## config.mk

```make
export PLATFORM = sky130hd
export DESIGN_NAME = opal_serial_rx
export DESIGN_NICKNAME = d
export VERILOG_FILES = /design/src/rtl/opal_pkg.sv /design/src/rtl/opal_sync.sv /design/src/rtl/opal_serial_rx.sv
export SDC_FILE = /design/constraint.sdc
export NUM_CORES = 1
export LEC_CHECK = 0
export ABC_AREA = 1
export CAP_MARGIN = 20
export CELL_PAD_IN_SITES_DETAIL_PLACEMENT = 1
export CELL_PAD_IN_SITES_GLOBAL_PLACEMENT = 1
export CORE_MARGIN = 2
export CORE_UTILIZATION = 42
export CTS_CLUSTER_SIZE = 14
export DETAILED_ROUTE_END_ITERATION = 10
export GPL_ROUTABILITY_DRIVEN = 0
export PLACE_DENSITY = 0.86
export SETUP_SLACK_MARGIN = 0.05
export SLEW_MARGIN = 20
export SYNTH_ARGS = -nofsm -noshare
export SYNTH_HDL_FRONTEND = slang
export SYNTH_SLANG_ARGS = --single-unit
```

## constraint.sdc

```tcl
create_clock -name CLK100MHz -period 2.3 [get_ports CLK100MHz]
set_clock_uncertainty 0.2 [all_clocks]
set_input_delay 0.575 -clock CLK100MHz [delete_from_list [all_inputs] [get_ports CLK100MHz]]
set_output_delay 0.575 -clock CLK100MHz [all_outputs]
set_load 0.1 [all_outputs]
```

## src/rtl/opal_pkg.sv

```systemverilog
// Shared definitions for the OPAL serial receiver slice: FSM state encoding
// and the default channel count / frame width.
package opal_pkg;

  localparam int OPAL_N_CH  = 16;
  localparam int OPAL_WIDTH = 16;

  typedef enum logic [1:0] {
    ST_IDLE   = 2'd0,
    ST_SHIFT  = 2'd1,
    ST_COMMIT = 2'd2
  } opal_state_e;

endpackage

```

## src/rtl/opal_sync.sv

```systemverilog
// Multi-stage synchronizer for a bus of independent asynchronous bits, plus
// one extra registered copy of the synchronized value for edge detection.
module opal_sync #(
  parameter int W      = 1,
  parameter int STAGES = 2
) (
  input  logic         clk,
  input  logic         rst_n,
  input  logic [W-1:0] din,
  output logic [W-1:0] sync_q,
  output logic [W-1:0] prev_q
);

  logic [STAGES-1:0][W-1:0] chain;

  // Shift raw inputs through the synchronizer chain and keep one delayed copy.
  always_ff @(posedge clk or negedge rst_n) begin
    if (!rst_n) begin
      chain  <= '0;
      prev_q <= '0;
    end else begin
      chain  <= {chain[STAGES-2:0], din};
      prev_q <= chain[STAGES-1];
    end
  end

  assign sync_q = chain[STAGES-1];

endmodule

```

## src/rtl/opal_serial_rx.sv

```systemverilog
// Multi-channel serial frame receiver. A frame is bracketed by the enable
// line; every serial-clock rising edge inside it shifts one bit per channel.
// A frame is committed only if exactly WIDTH bits were received.
module opal_serial_rx
  import opal_pkg::*;
#(
  parameter int N_CH        = OPAL_N_CH,
  parameter int WIDTH       = OPAL_WIDTH,
  parameter int SYNC_STAGES = 2,
  parameter int MSB_FIRST   = 1
) (
  input  logic                   CLK100MHz,
  input  logic                   ARESETN,
  input  logic [N_CH+1:0]        i_data,
  output logic [N_CH*WIDTH-1:0]  o_data,
  output logic                   o_valid,
  output logic                   o_frame_err,
  output logic [15:0]            o_frame_cnt,
  output logic [7:0]             o_err_cnt
);

  localparam int CW   = $clog2(WIDTH + 2);
  localparam int WARM = SYNC_STAGES + 2;
  localparam int WW   = $clog2(WARM + 1);

  logic [N_CH+1:0] sync_d;
  logic [N_CH+1:0] prev_d;
  logic            unused_prev;

  logic            sclk_rise, en_rise, en_fall;
  logic            sclk_rise_q, en_rise_q, en_fall_q;
  logic [N_CH-1:0] bits_q;
  logic [WW-1:0]   warm_cnt;
  logic            warm_done;
  logic            pend_q;

  opal_state_e     state_q, state_d;
  logic            start_frame, shift_en, commit;
  logic            frame_good;

  logic [N_CH-1:0][WIDTH-1:0] sh_q;
  logic [CW-1:0]   bit_cnt_q;
  logic [15:0]     frame_cnt_q;
  logic [7:0]      err_cnt_q;

  opal_sync #(
    .W      (N_CH + 2),
    .STAGES (SYNC_STAGES)
  ) u_sync (
    .clk    (CLK100MHz),
    .rst_n  (ARESETN),
    .din    (i_data),
    .sync_q (sync_d),
    .prev_q (prev_d)
  );

  assign unused_prev = ^prev_d[N_CH-1:0];

  assign sclk_rise = sync_d[N_CH+1] & ~prev_d[N_CH+1];
  assign en_rise   = sync_d[N_CH]   & ~prev_d[N_CH];
  assign en_fall   = ~sync_d[N_CH]  &  prev_d[N_CH];
  assign warm_done = (warm_cnt == WW'(WARM));

  // Register edge flags with their data bits; edges are suppressed until the
  // synchronizer has flushed after reset, so a line already high is no edge.
  always_ff @(posedge CLK100MHz or negedge ARESETN) begin
    if (!ARESETN) begin
      warm_cnt    <= '0;
      sclk_rise_q <= 1'b0;
      en_rise_q   <= 1'b0;
      en_fall_q   <= 1'b0;
      bits_q      <= '0;
    end else begin
      if (!warm_done) warm_cnt <= warm_cnt + WW'(1);
      sclk_rise_q <= sclk_rise & warm_done;
      en_rise_q   <= en_rise & warm_done;
      en_fall_q   <= en_fall & warm_done;
      bits_q      <= sync_d[N_CH-1:0];
    end
  end

  // FSM state register plus memory of an enable rise that landed in COMMIT.
  always_ff @(posedge CLK100MHz or negedge ARESETN) begin
    if (!ARESETN) begin
      state_q <= ST_IDLE;
      pend_q  <= 1'b0;
    end else begin
      state_q <= state_d;
      pend_q  <= (state_q == ST_COMMIT) && en_rise_q;
    end
  end

  // Next-state and per-cycle control decode.
  always_comb begin
    state_d     = state_q;
    start_frame = 1'b0;
    shift_en    = 1'b0;
    commit      = 1'b0;
    case (state_q)
      ST_IDLE: begin
        if (en_rise_q || pend_q) begin
          state_d     = ST_SHIFT;
          start_frame = 1'b1;
        end
      end
      ST_SHIFT: begin
        shift_en = sclk_rise_q;
        if (en_fall_q) state_d = ST_COMMIT;
      end
      ST_COMMIT: begin
        commit  = 1'b1;
        state_d = ST_IDLE;
      end
      default: state_d = ST_IDLE;
    endcase
  end

  assign frame_good = (bit_cnt_q == CW'(WIDTH));

  // Shift registers, bit counter, committed output and frame statistics.
  always_ff @(posedge CLK100MHz or negedge ARESETN) begin
    if (!ARESETN) begin
      sh_q        <= '0;
      bit_cnt_q   <= '0;
      o_data      <= '0;
      o_valid     <= 1'b0;
      o_frame_err <= 1'b0;
      frame_cnt_q <= '0;
      err_cnt_q   <= '0;
    end else begin
      o_valid     <= 1'b0;
      o_frame_err <= 1'b0;
      if (start_frame) begin
        sh_q      <= '0;
        bit_cnt_q <= '0;
      end else if (shift_en) begin
        for (int k = 0; k < N_CH; k++) begin
          if (MSB_FIRST != 0) sh_q[k] <= {sh_q[k][WIDTH-2:0], bits_q[k]};
          else                sh_q[k] <= {bits_q[k], sh_q[k][WIDTH-1:1]};
        end
        if (bit_cnt_q != CW'(WIDTH + 1)) bit_cnt_q <= bit_cnt_q + CW'(1);
      end
      if (commit) begin
        if (frame_good) begin
          o_data      <= sh_q;
          o_valid     <= 1'b1;
          frame_cnt_q <= frame_cnt_q + 16'd1;
        end else begin
          o_frame_err <= 1'b1;
          if (err_cnt_q != 8'hFF) err_cnt_q <= err_cnt_q + 8'd1;
        end
      end
    end
  end

  assign o_frame_cnt = frame_cnt_q;
  assign o_err_cnt   = err_cnt_q;

endmodule

```

==> results_dict.tcl <==
set metrics [dict create \
    fp-row-count 85 \
    hold_viol 0 \
    path_buf_inv 1 \
    dieHeight_um 237 \
    reg2reg_from "bit_cnt_q[0]" \
    critical-path-slowest-cell "dfrtp_1" \
    critical_path.max_stage_delay_ps 440 \
    synthTopCellsByArea "dfrtp_1 67%, nand2_1 18%, nand3_1 4.6%, o21ai_0 2.1%, buf_2 1.9%" \
    via_per_inst 5.20 \
    track_usage_pct 23.4 \
    drv_cap 0 \
    core-area_um2 53700 \
    clk_latency_ps 610 \
    portBuffers 301 \
    setup_viol 0 \
    grt_max_degree 138 \
    swShare_pct 25.1 \
    synthesis.nets 2391 \
    status "finished, final reports clean" \
    synth_top_cell_by_area "dfrtp_1" \
    wl_mm 64.9 \
    die_area_um2 56100 \
    grt_pass1_wl_mm 105 \
    synth_area_per_cell_um2 9.63 \
    crit_family "flip-flops" \
    antenna_found_initial 2 \
    synth_area_um2 22800 \
    start_util_pct 42.4 \
    vias 17600 \
    fmax_mhz 466 \
    fin_crit_sh_pct 93.3 \
    grt_remaining_overflow 0 \
    switchingPower_w 0.00572 \
    netlist_instances 2364 \
    io_pins 302 \
    crit_path_end_kind "primary output" \
    layout_commonest_cell "nand2_1" \
    cts.sinks 606 \
    grt_pass1_vias 19400 \
    cts_buffer_depth 3 \
    worstSetupPathType "flip-flop to primary output" \
    first_iter_violations 1106 \
    final_antenna_net_count 0 \
    yosysWarnings 0 \
    hpwl_mm 41.3 \
    fp.dieW_um 237 \
    cts_made_buffers 61 \
    period_minus_slack_ps 2140 \
    power_density_nw_per_um2 797 \
    drc 0 \
    crit_required_ps 1520 \
    cts-root-buf "clkbuf_16" \
    slew_viol_final 0 \
    grt_setup_unrepaired "false" \
    clk_pin_slew_ps 60 \
    final.setup.tns_ps 0 \
    ys_ff_latch 606 \
    yosysTopAreaCellShare_pct 66.6 \
    register_area_um2 15200 \
    htree_levels 2 \
    cts_tree "done" \
    critPathLaunch "o_data[152]" \
    multi_input_area_um2 6520 \
    startpoint_type "flip-flop" \
    holdCritPathClass "flip-flop to flip-flop" \
    post_drt_wl_per_cell_um 19.1 \
    dr.pass1.iters 5 \
    final_cell_mix "1,078 x nand2_1, 602 x dfrtp_1, 259 x buf_4" \
    tightest_slew_ps 630 \
    synth_cell_type_count 28 \
    nets 2675 \
    crit_chain "buf_4" \
    area_growth_pct 25.7 \
    ys_seq_area_share_pct 66.6 \
    nFillCells 5938 \
    crit_fanout 2 \
    max-vdd-ir-drop_v 0.00102 \
    power_frac_clock_pct 42.6 \
    comb_power_share_pct 8.6 \
    min-delay-start "u_sync.sync_q[3]" \
    drive_above_1_share_pct 16.7 \
    intPower_w 0.0171 \
    cellLeakagePower_nw 15.2 \
    relSlewSlack_pct 58.0 \
    seqPwrFrac_pct 48.8 \
    crit_arrival_ps 1370 \
    holdWs_ps 144 \
]
## synth_stat cells (all sizes together)
cell,count
nand3,210
nand3b,3
xor2,10
xnor2,6
buf,112
o31ai,17
dfrtp,606
o22ai,33
a21oi,1
nor3b,2
nand4,7
nor2,24
or2,1
nor3,2
inv,96
clkbuf,25
nand2,1079
o21ai,123
ha,7
## routing by layer
metal | wire length [µm] | GRT usage (%)
met1 | 26800 | 29.7
met2 | 33200 | 40.4
met3 | 2710 | 3.72
met4 | 2150 | 8.75
met5 | 11 | 0
## path summary, 6_finish.rpt
kind | endpoint | slack, ps | cells past startpoint
setup / recovery | o_data[152] | 160 | 1
setup reg to reg | o_data[84] | 200 | 8
max in group asynchronous | sh_q[233] | 840 | 4
min in group asynchronous | o_data[45] | 160 | 2
hold reg to reg | u_sync.prev_q[3] | 140 | 0
hold / removal | u_sync.prev_q[3] | 140 | 0
## power groups by stage
stage	clock, W	sequential (W)	combinational (W)
2_1_floorplan	0	0.0114	0.000896
3_3_place_gp	0	0.0113	0.00191
3_5_place_dp	0	0.0113	0.00199
4_1_cts	0.00992	0.0111	0.00200
5_1_grt	0.0103	0.0112	0.00216
6_report	0.00972	0.0111	0.00197
## metrics by stage
| step | utilization (%) | power (W) | std cells | setup slack (ps) | instance area [µm²] |
|---|---|---|---|---|---|
| floorplan | - | 0.0123 | 2364 | 80.8 | 22800 |
| global placement | 49.6 | 0.0132 | 3280 | 280 | 26600 |
| detailed placement | 49.6 | 0.0133 | 3280 | 162 | 26600 |
| CTS | 53.2 | 0.0230 | 3385 | 142 | 28600 |
| global route | 53.3 | 0.0236 | 3386 | 81.2 | 28600 |
| finish | 53.3 | 0.0228 | 3387 | 155 | 28600 |
## cell type report
type	count	share of cell area, %
inverter	96	1.31
clock buffer	85	6.14
multi-input combinational	1525	22.8
tap	696	3.04
sequential	606	53.0
clock inverter	19	0.643
timing repair buffer	358	13.0
antenna	2	0.0175
## logic make-up after synthesis
| family | after synthesis | share of synthesized area, % |
|---|---|---|
| flops | 606 | 66.6 |
| fa+ha+maj | 7 | 0.385 |
| xor+xnor | 16 | 0.616 |
| compound gates | 174 | 4.21 |
| simple gates | 1328 | 23.3 |
| buf+inv | 233 | 4.85 |
## state kept, by name, indices dropped and copies added (netlist names)
| signal | cells |
|---|---|
| o_frame_cnt | 16 |
| u_sync.sync_q | 18 |
| u_sync.chain | 18 |
| sclk_rise_q | 1 |
| bit_cnt_q | 5 |
| en_rise_q | 1 |
| warm_cnt | 3 |
| en_fall_q | 1 |
| o_data | 256 |
| o_err_cnt | 8 |
| pend_q | 1 |
| sh_q | 256 |
| o_valid | 1 |
| state_q | 2 |
| u_sync.prev_q | 18 |
| o_frame_err | 1 |
## repair_timing
item	4_1_cts	5_1_grt
hold buffers	1	0
hold endpoints to repair	180	0
setup buffers	0	0
gates resized for setup	0	2
setup endpoints to repair	0	5
Note: power is estimated with default switching activity, not from simulation.
